`src/rtl/hash_table_host.sv`:
```
// Host-side initiator for the pin-level hash-table command protocol.
// Sequences setup, go, busy-wait with timeout, response hand-off and inter-request gap.
module hash_table_host #(
  parameter int unsigned SETUP_CYCLES = 2,
  parameter int unsigned GO_LAT       = 2,
  parameter int unsigned GAP_CYCLES   = 2,
  parameter int unsigned TIMEOUT      = 255
) (
  input  logic       clk,
  input  logic       rst,
  input  logic       req_valid,
  output logic       req_ready,
  input  logic [1:0] req_cmd,
  input  logic [3:0] req_key,
  input  logic [3:0] req_val,
  output logic       rsp_valid,
  input  logic       rsp_ready,
  output logic [1:0] rsp_status,
  output logic [3:0] rsp_out,
  output logic       rsp_timeout,
  output logic [3:0] dev_key,
  output logic [3:0] dev_val,
  output logic [1:0] dev_cmd,
  output logic       dev_go,
  input  logic [1:0] dev_status,
  input  logic [3:0] dev_out
);

  localparam int unsigned CMAX_A = (SETUP_CYCLES > GO_LAT) ? SETUP_CYCLES : GO_LAT;
  localparam int unsigned CMAX   = (CMAX_A > GAP_CYCLES) ? CMAX_A : GAP_CYCLES;
  localparam int unsigned CW     = (CMAX > 2) ? $clog2(CMAX) : 1;

  typedef enum logic [2:0] {IDLE, SETUP, ARM, WAIT, RESP, GAP} state_t;

  state_t        state, state_d;
  logic [CW-1:0] cnt, cnt_d;
  logic [7:0]    tcnt, tcnt_d;
  logic [1:0]    status_q;
  logic [3:0]    out_q;
  logic          go_d;
  logic          accept;
  logic          capture;
  logic          cap_timeout;

  assign req_ready = (state == IDLE);
  assign rsp_valid = (state == RESP);
  assign accept    = req_valid && req_ready;

  always_ff @(posedge clk or posedge rst) begin
    if (rst) state <= IDLE;
    else     state <= state_d;
  end

  always_comb begin
    state_d     = state;
    cnt_d       = cnt;
    tcnt_d      = tcnt;
    go_d        = dev_go;
    capture     = 1'b0;
    cap_timeout = 1'b0;
    unique case (state)
      IDLE: begin
        if (accept) begin
          cnt_d   = CW'(SETUP_CYCLES - 1);
          state_d = SETUP;
        end
      end
      SETUP: begin
        if (cnt == '0) begin
          go_d    = 1'b1;
          cnt_d   = CW'(GO_LAT - 1);
          state_d = ARM;
        end else begin
          cnt_d = cnt - CW'(1);
        end
      end
      ARM: begin
        if (cnt == '0) begin
          tcnt_d  = '0;
          state_d = WAIT;
        end else begin
          cnt_d = cnt - CW'(1);
        end
      end
      WAIT: begin
        // Status 3 means the device is still busy; a stuck device is bounded by TIMEOUT.
        if (status_q != 2'd3) begin
          capture = 1'b1;
          go_d    = 1'b0;
          state_d = RESP;
        end else if (tcnt == 8'(TIMEOUT - 1)) begin
          capture     = 1'b1;
          cap_timeout = 1'b1;
          go_d        = 1'b0;
          state_d     = RESP;
        end else begin
          tcnt_d = tcnt + 8'd1;
        end
      end
      RESP: begin
        if (rsp_ready) begin
          cnt_d   = CW'(GAP_CYCLES - 1);
          state_d = GAP;
        end
      end
      GAP: begin
        if (cnt == '0) state_d = IDLE;
        else           cnt_d   = cnt - CW'(1);
      end
      default: state_d = IDLE;
    endcase
  end

  always_ff @(posedge clk or posedge rst) begin
    if (rst) begin
      cnt         <= '0;
      tcnt        <= '0;
      status_q    <= 2'd3;
      out_q       <= '0;
      dev_go      <= 1'b0;
      dev_key     <= '0;
      dev_val     <= '0;
      dev_cmd     <= '0;
      rsp_status  <= '0;
      rsp_out     <= '0;
      rsp_timeout <= 1'b0;
    end else begin
      cnt      <= cnt_d;
      tcnt     <= tcnt_d;
      status_q <= dev_status;
      out_q    <= dev_out;
      dev_go   <= go_d;
      if (accept) begin
        dev_key <= req_key;
        dev_val <= req_val;
        dev_cmd <= req_cmd;
      end
      if (capture) begin
        rsp_status  <= cap_timeout ? 2'd3 : status_q;
        rsp_out     <= out_q;
        rsp_timeout <= cap_timeout;
      end
    end
  end

endmodule
```
`config.mk`:
```
export PLATFORM = sky130hd
export DESIGN_NAME = hash_table_host
export DESIGN_NICKNAME = d
export VERILOG_FILES = /design/src/rtl/hash_table_host.sv
export SDC_FILE = /design/constraint.sdc
export NUM_CORES = 1
export LEC_CHECK = 0
export ABC_CLOCK_PERIOD_IN_PS = 3100
export CORE_UTILIZATION = 51
export DETAILED_ROUTE_END_ITERATION = 6
export PLACE_DENSITY = 0.83
export SYNTH_ARGS = -nofsm -noshare
export SYNTH_HDL_FRONTEND = slang
export SYNTH_SLANG_ARGS = --single-unit
```
`constraint.sdc`:
```
create_clock -name clk -period 3.1 [get_ports clk]
set_clock_uncertainty 0.15 [all_clocks]
set_input_delay 0.465 -clock clk [delete_from_list [all_inputs] [get_ports clk]]
set_output_delay 0.465 -clock clk [all_outputs]
set_load 0.01 [all_outputs]
```
==> results of run 1 <==
## cell usage in the layout, fill, tap and decap left out, types with 2 or more instances in the layout
master and count:
dfstp_2 2, nand2b_1 2, nor2_1 12, nand2_1 9, ha_1 2, nand3_1 4, mux2_2 15, clkdlybuf4s50_1 39
clkbuf_4 5, nor3_1 2, or4_1 2, inv_1 5, a31oi_1 2, and2_1 2, a21oi_1 8, o21ai_0 8
o31ai_1 3, dfrtp_1 34
## state kept, by name, summed over array words and instances, names as in the netlist, 2 cells and up
name,cells
out_q,4
state,3
dev_key,4
rsp_status,2
dev_cmd,2
tcnt,8
status_q,2
dev_val,4
rsp_out,4
## final timing paths
check / start / to / slack [ps] / depth (start not counted)
setup reg to reg: tcnt[0] / tcnt[5] / 830 / 6
min in group asynchronous: rst / dev_key[3] / 350 / 3
max in group asynchronous: rst / status_q[1] / 2100 / 3
hold / removal: out_q[3] / rsp_out[3] / 340 / 1
hold reg to reg: out_q[3] / rsp_out[3] / 340 / 1
setup / recovery: state[2] / req_ready / 810 / 2
## power breakdown
part | leakage, nW | switching [mW] | internal [mW] | total [mW]
Combinational | 0.379 | 0.288 | 0.420 | 0.708
Sequential | 0.441 | 0.120 | 0.622 | 0.743
Clock | 0.0315 | 0.152 | 0.111 | 0.263
Total | 0.851 | 0.560 | 1.15 | 1.71
## per-stage QoR
step	instances	setup WS [ps]
after floorplan	135	1120
after global placement	200	956
after detailed placement	200	841
after CTS	208	789
after global routing	208	679
final	208	806
## worst max-delay path: stages, from the launching register on
cell and delay [ps]:
dfrtp_1 470, nor3_1 280, clkdlybuf4s50_1 590
## logic make-up after synthesis
group / share of synthesized area (%)
adders and majority gates: 1.62
buffers and inverters: 3.40
DFF: 58.4
AOI/OAI and AO/OA: 12.2
muxes: 10.9
and+or+nand+nor: 13.5
## synthesized netlist by cell type (2+ instances only)
master / number
a21oi_1: 8
a31oi_1: 2
and2_1: 2
buf_2: 2
clkbuf_1: 2
dfrtp_1: 34
dfstp_2: 2
ha_1: 2
inv_1: 5
mux2_2: 15
nand2_1: 9
nand2b_1: 2
nand3_1: 4
nor2_1: 12
nor3_1: 2
o21ai_0: 8
o31ai_1: 3
or4_1: 2
## metal layers
| metal | part of all wire, % | vias to the layer above |
|---|---|---|
| met1 | 44 | 579 |
| met4 | 2.6 | 0 |
| li1 | - | 565 |
| met3 | 3.8 | 7 |
| met5 | 0 | - |
| met2 | 50 | 27 |
## cell type report
cell class / instances / area (µm²)
Sequential cell: 36 / 903
Fill cell: 207 / 792
Multi-Input combinational cell: 88 / 592
Timing Repair Buffer: 40 / 398
Clock buffer: 7 / 55.1
Tap cell: 31 / 38.8
Inverter: 5 / 18.8
Clock inverter: 1 / 7.51
==> flow_summary.yaml, run 1 <==
routing:
  drtPass1Iterations: 4
  antenna_left: 0
  via_per_inst: 5.66
  num_vias: 1178
  drt_iter0_drc: 22
  drc: 0
  drt-total-wl_um: 2880
  avgRoutedWirePerCell_um: 13.9
critical_path:
  cp.required_ps: 2480
  cp_max_fo: 9
  cp-end-kind: "primary output"
  crit_path_start_kind: "flop"
  crit_type: "flop to primary output"
  arrival_ps: 1680
clock_tree:
  cts_tree: "done"
  cts_resized: 0
  post-cts-setup-buffers: 0
  ctsHtreeMaxLevel: 2
  cts.path.max_buffers: 2
  cts_inserted_buffers: 5
  cts_sinks: 36
  path_clk_slew_ps: 110
  holdBufCountCts: 0
  root_buffer: "clkbuf_4"
  clock_latency_ps: 340
global_routing:
  overflow: 0
  grt_max_degree: 37
  grt_pass1_vias: 1166
  grt_util_met2_pct: 30.8
  grt_pass1_wl_um: 5040
  use_met1_pct: 27.3
  gr-usage-met3_pct: 6.80
  grt-busiest-layer: "met2"
  antenna_found_initial: 0
  globalRouteTotalUtil_pct: 20.8
sta:
  hold_viol: 0
  slew_headroom_pct: 71.0
  holdWs_ps: 341
  period_share_pct: 74.0
  fin_setup_tns_ps: 0
  finalSetupViolCount: 0
  grt_setup_unrepaired: "no"
  fmax_ghz: 0.436
  worstMarginPinSlew_ps: 435
  fin_crit_ps: 2290
  maxSlewViolCount: 0
job:
  maxCapViolations: 0
yosys:
  synthCells: 135
  synth_top_cell_area_share_pct: 55.0
  synth_area_leaders: "dfrtp_1 55%, mux2_2 11%, dfstp_2 3.4%"
  ys.flop_type: "dfrtp_1"
  synth_edf_count: 0
  yosys.area.top_type: "dfrtp_1"
  syn_area_per_cell_um2: 11.5
  synthDistinctLibCells: 37
  async_reset_ff_share_pct: 100
  yosys_warnings: 0
  yosysSeqAreaShare_pct: 58.4
  syn_area_um2: 1550
  synth-seq-cells: 36
  syn-num-nets: 157
place:
  placed_cell_area_um2: 1950
  dp_hpwl_um: 2120
  io_buffers: 39
  gp_congestion: 0.788
final_layout:
  diodes: 0
  fin_util_pct: 71.8
  fin_area_um2: 2010
  nets: 198
  area_growth_pct: 30.1
  drive_above_1_share_pct: 14.1
floorplanning:
  die_h_um: 57.1
  start_util_pct: 55.2
  die_x_um: 57.1
  pin_count: 40
  die_area_um2: 3260
  coreArea_um2: 2810
  rows: 19
run_status:
  status: "finished, final reports clean"
worst_hold_path:
  holdCritPathClass: "flop to flop"
power_and_ir_drop:
  peakVddDrop_v: 0.000625
  p_leak_nw: 0.851
  finalPower_mw: 1.71
  p_per_area_nw_per_um2: 851
Power figures use the tool's default switching activity.
==> inputs of run 2 (changes only) <==
==> config.mk (replaced) <==
export PLATFORM = sky130hd
export DESIGN_NAME = hash_table_host
export DESIGN_NICKNAME = d
export VERILOG_FILES = /design/src/rtl/hash_table_host.sv
export SDC_FILE = /design/constraint.sdc
export NUM_CORES = 1
export LEC_CHECK = 0
export ABC_CLOCK_PERIOD_IN_PS = 2100
export CORE_UTILIZATION = 43
export DETAILED_ROUTE_END_ITERATION = 6
export PLACE_DENSITY = 0.75
export SYNTH_ARGS = -nofsm -noshare
export SYNTH_HDL_FRONTEND = slang
export SYNTH_SLANG_ARGS = --single-unit
==> constraint.sdc (replaced) <==
create_clock -name clk -period 2.1 [get_ports clk]
set_clock_uncertainty 0.15 [all_clocks]
set_input_delay 0.315 -clock clk [delete_from_list [all_inputs] [get_ports clk]]
set_output_delay 0.315 -clock clk [all_outputs]
set_load 0.01 [all_outputs]
==> flow_summary.yaml, run 2 (same netlist as run 1, synthesis figures left out) <==
clock_tree:
  cts_inserted_buffers: 5
  clock_latency_ps: 340
  cts_sinks: 36
  cts.path.max_buffers: 2
  cts_tree: "done"
  ctsHtreeMaxLevel: 2
  root_buffer: "clkbuf_4"
  path_clk_slew_ps: 120
final_layout:
  regArea_um2: 906
  drive_above_1_share_pct: 20.0
  largest_reg_flops: 8
  diodes: 0
  fillCellCount: 269
  final_common_cell: "clkdlybuf4s50_1"
  multi_input_area_um2: 611
  layout_common_cells: "37 x clkdlybuf4s50_1, 32 x dfrtp_1, 15 x mux2_2"
  nets: 206
  regMostFlops: "tcnt"
  area_growth_pct: 36.4
power_and_ir_drop:
  p_switching_mw: 0.855
  comb_power_share_pct: 43.6
  pwr-share-seq_pct: 41.9
  p_per_area_nw_per_um2: 1240
  internal_power_mw: 1.75
  peakVddDrop_v: 0.000830
  p_clk_share_pct: 14.5
  p_leak_nw: 0.905
  switching_share_pct: 32.8
floorplanning:
  pin_count: 40
  start_util_pct: 45.7
  die_h_um: 62.0
  rows: 21
  coreArea_um2: 3390
  die_area_um2: 3840
  die_x_um: 62.0
global_routing:
  overflow: 0
  grt_pass1_vias: 1149
  globalRouteTotalUtil_pct: 19.4
  antenna_found_initial: 0
  grt_pass1_wl_um: 5200
  grt_max_degree: 37
routing:
  via_per_inst: 5.39
  drtPass1Iterations: 4
  antenna_left: 0
  avgRoutedWirePerCell_um: 14.0
  drt-total-wl_um: 3240
  drc: 0
  drt_iter0_drc: 49
  num_vias: 1246
sta:
  maxSlewViolCount: 0
  fmax_ghz: 0.493
  hold_viol: 0
  grt_setup_unrepaired: "no"
  period_share_pct: 96.6
  fin_setup_tns_ps: 0
  finalSetupViolCount: 0
  fin_crit_ps: 2030
  slew_headroom_pct: 70.8
  worstMarginPinSlew_ps: 437
  holdWs_ps: 219
worst_hold_path:
  holdCritPathClass: "input port to async pin"
place:
  dp_hpwl_um: 2310
  gp_congestion: 0.848
  io_buffers: 39
critical_path:
  r2r_end: "tcnt[5]"
  rrSetupSlack_ps: 70
  crit_type: "flop to flop"
  cp_max_fo: 5
  rr_startpoint: "tcnt[1]"
  reg2reg_depth: 5
  cp.required_ps: 2220
  arrival_ps: 2150
  crit_path_start_kind: "flop"
  cp-end-kind: "flop"
run_status:
  status: "finished, final reports clean"
job:
  maxCapViolations: 0
run 2: changes by cell type in the layout (fill, tap and decap cells not counted), moves of 2 or more:
| cell | previous run | this run |
|---|---|---|
| buf_4 | 1 | 9 |
| dfrtp_1 | 34 | 32 |
| clkdlybuf4s50_1 | 39 | 37 |
| dfrtp_2 | 0 | 2 |
run 2: power groups by stage:
stage	Sequential (mW)	Clock, mW	Combinational (mW)
2_1_floorplan	1.12	0	0.542
3_3_place_gp	1.09	0	1.10
3_5_place_dp	1.10	0	1.12
4_1_cts	1.09	0.396	1.13
5_1_grt	1.13	0.435	1.25
6_report	1.09	0.378	1.14
run 2: cell type report:
cell class	count	share of cell area, %
inverters	5	0.889
well taps	46	2.73
multi-input cells	88	28.9
repair buffers	48	21.8
clock buffers	8	2.79
flip-flops and latches	36	42.9
run 2: stage by stage:
stage | worst slack [ps] | cell area [µm²] | total power, mW | utilization (%) | std cells
after floorplan | 123 | 1550 | 1.67 | - | 135
after global placement | 127 | 2010 | 2.18 | 59.2 | 220
after detailed placement | 72.2 | 2010 | 2.22 | 59.2 | 220
after CTS | 7.63 | 2070 | 2.62 | 61.1 | 228
after global routing | 24.8 | 2110 | 2.81 | 62.3 | 231
final | 71.5 | 2110 | 2.61 | 62.3 | 231
run 2: how the worst max path moves through the flow:
stage	from	end	slack, ps	depth (start not counted)
finish	tcnt[1]	tcnt[5]	70	5
global route	tcnt[0]	tcnt[5]	20	6
CTS	state[2]	req_ready	8	2
detailed placement	tcnt[0]	tcnt[5]	70	6
global placement	tcnt[0]	tcnt[5]	130	6
floorplan	tcnt[0]	tcnt[5]	120	6
run 2: layer usage:
layer	part of all wire, %	vias to the layer above	track usage (%)
met4	1.3	0	7.62
li1	-	578	-
met2	51	37	29.8
met1	41	627	24.3
met3	6.4	4	8.07
met5	0	-	0
run 2: critical path, stage by stage (launching register included):
cell	delay (ps)
dfrtp_1	420
ha_1	210
and3_4	190
a211o_4	340
or4_1	500
a21oi_1	150
run 2: what timing repair did:
action                     4_1_cts  5_1_grt
buffers inserted                 0        3
setup endpoints to repair        2        3
pin swaps                        0        1
hold buffers                     0        0
gates resized for setup          3        5
==> inputs of run 3 (changes only) <==
--- a/config.mk
+++ b/config.mk
@@ -6,6 +6,7 @@
 export NUM_CORES = 1
 export LEC_CHECK = 0
 export ABC_CLOCK_PERIOD_IN_PS = 2100
+export CORE_ASPECT_RATIO = 1.2
 export CORE_UTILIZATION = 43
 export DETAILED_ROUTE_END_ITERATION = 6
 export PLACE_DENSITY = 0.75
==> flow_summary.yaml, run 3 (same netlist as run 1, synthesis figures left out) <==
run_status:
  status: "finished, final reports clean"
floorplanning:
  pin_count: 40
  rows: 23
  start_util_pct: 45.6
  die_x_um: 56.8
  coreArea_um2: 3400
  die_h_um: 67.7
  die_area_um2: 3840
place:
  io_buffers: 39
  dp_hpwl_um: 2460
  gp_congestion: 0.792
power_and_ir_drop:
  p_per_area_nw_per_um2: 1290
  switching_share_pct: 32.5
  internal_power_mw: 1.83
  comb_power_share_pct: 40.3
  peakVddDrop_v: 0.000752
  p_clk_share_pct: 19.0
  pwr-share-seq_pct: 40.6
  p_leak_nw: 0.919
  p_switching_mw: 0.884
final_layout:
  drive_above_1_share_pct: 18.0
  regMostFlops: "tcnt"
  layout_common_cells: "37 x clkdlybuf4s50_1, 33 x dfrtp_1, 15 x mux2_2"
  nets: 204
  diodes: 0
  largest_reg_flops: 8
  final_common_cell: "clkdlybuf4s50_1"
  fillCellCount: 280
  area_growth_pct: 35.8
critical_path:
  rrSetupSlack_ps: 100
  reg2reg_depth: 5
  cp.required_ps: 2170
  r2r_end: "tcnt[5]"
  cp_max_fo: 6
  crit_path_start_kind: "flop"
  crit_type: "flop to flop"
  cp-end-kind: "flop"
  rr_startpoint: "tcnt[1]"
  arrival_ps: 2070
global_routing:
  grt_pass1_wl_um: 5580
  grt_pass1_vias: 1244
  overflow: 0
  grt_max_degree: 37
  antenna_found_initial: 0
  globalRouteTotalUtil_pct: 19.8
sta:
  fin_crit_ps: 2000
  holdWs_ps: 265
  grt_setup_unrepaired: "no"
  hold_viol: 0
  slew_headroom_pct: 71.0
  finalSetupViolCount: 0
  period_share_pct: 95.0
  maxSlewViolCount: 0
  worstMarginPinSlew_ps: 436
  fin_setup_tns_ps: 0
  fmax_ghz: 0.501
routing:
  drt-total-wl_um: 3230
  drtPass1Iterations: 4
  num_vias: 1190
  drc: 0
  avgRoutedWirePerCell_um: 14.7
  antenna_left: 0
  drt_iter0_drc: 37
  via_per_inst: 5.41
job:
  maxCapViolations: 0
clock_tree:
  cts.path.max_buffers: 2
  cts_sinks: 36
  root_buffer: "clkbuf_8"
  ctsHtreeMaxLevel: 2
  path_clk_slew_ps: 80
  holdBufCountCts: 0
  cts_tree: "done"
  cts_inserted_buffers: 5
  clock_latency_ps: 290
worst_hold_path:
  holdCritPathClass: "input port to async pin"
==> run 3: cell count changes in the layout (fill, tap and decap cells not counted), sizes merged <==
cell	previous run	this run
buf	9	7
inv	5	6
clkinv	0	1
clkbuf	8	6
==> run 3: power by group through the flow <==
stage               combinational, mW  sequential, mW  clock (mW)
floorplan                       0.542            1.12           0
global placement                 1.08            1.10           0
detailed placement               1.11            1.11           0
CTS                              1.11            1.10       0.539
global route                     1.20            1.14       0.562
finish                           1.10            1.10       0.517
==> run 3: cell type report <==
type,count,area (µm²),area share (%)
Sequential cell,36,905,43.0
Multi-Input combinational cell,88,592,28.2
Inverter,5,18.8,0.893
Tap cell,37,46.3,2.20
Clock buffer,6,82.6,3.93
Timing Repair Buffer,46,444,21.1
Clock inverter,2,13.8,0.655
==> run 3: worst max-delay path by stage <==
stage	from	end	slack (ps)	cells after the start
2_1_floorplan	tcnt[0]	tcnt[5]	120	6
3_3_place_gp	tcnt[1]	tcnt[5]	130	5
3_5_place_dp	tcnt[1]	tcnt[5]	60	5
4_1_cts	state[1]	rsp_valid	10	4
5_1_grt	tcnt[1]	tcnt[5]	9	5
6_report	tcnt[1]	tcnt[5]	100	5
==> run 3: per-layer routing <==
layer / GRT usage [%] / part of all wire, % / up-vias
li1: - / - / 573
met1: 21.5 / 40 / 581
met2: 35.0 / 53 / 31
met3: 7.09 / 5.4 / 5
met4: 9.15 / 1.5 / 0
met5: 0 / 0 / -
==> run 3: what timing repair did <==
item | CTS | global route
pin swaps | 0 | 1
resized for setup | 2 | 1
buffers inserted | 0 | 1
setup endpoints to repair | 2 | 2
==> run 3: critical path: stages, from the launching register on <==
cell and delay (ps):
dfrtp_1 430, ha_1 190, and3_1 170, a211o_1 320, or4_1 520, a21oi_1 150
==> run 3: through the flow <==
stage	instances	setup slack, ps	cell area [µm²]	total power, mW	utilization [%]
floorplan	135	123	1550	1.67	-
global placement	211	133	2000	2.18	58.8
detailed placement	211	57.1	2000	2.22	58.8
CTS	219	11.1	2090	2.75	61.6
global route	220	9.46	2100	2.90	61.9
finish	220	104	2100	2.72	61.9
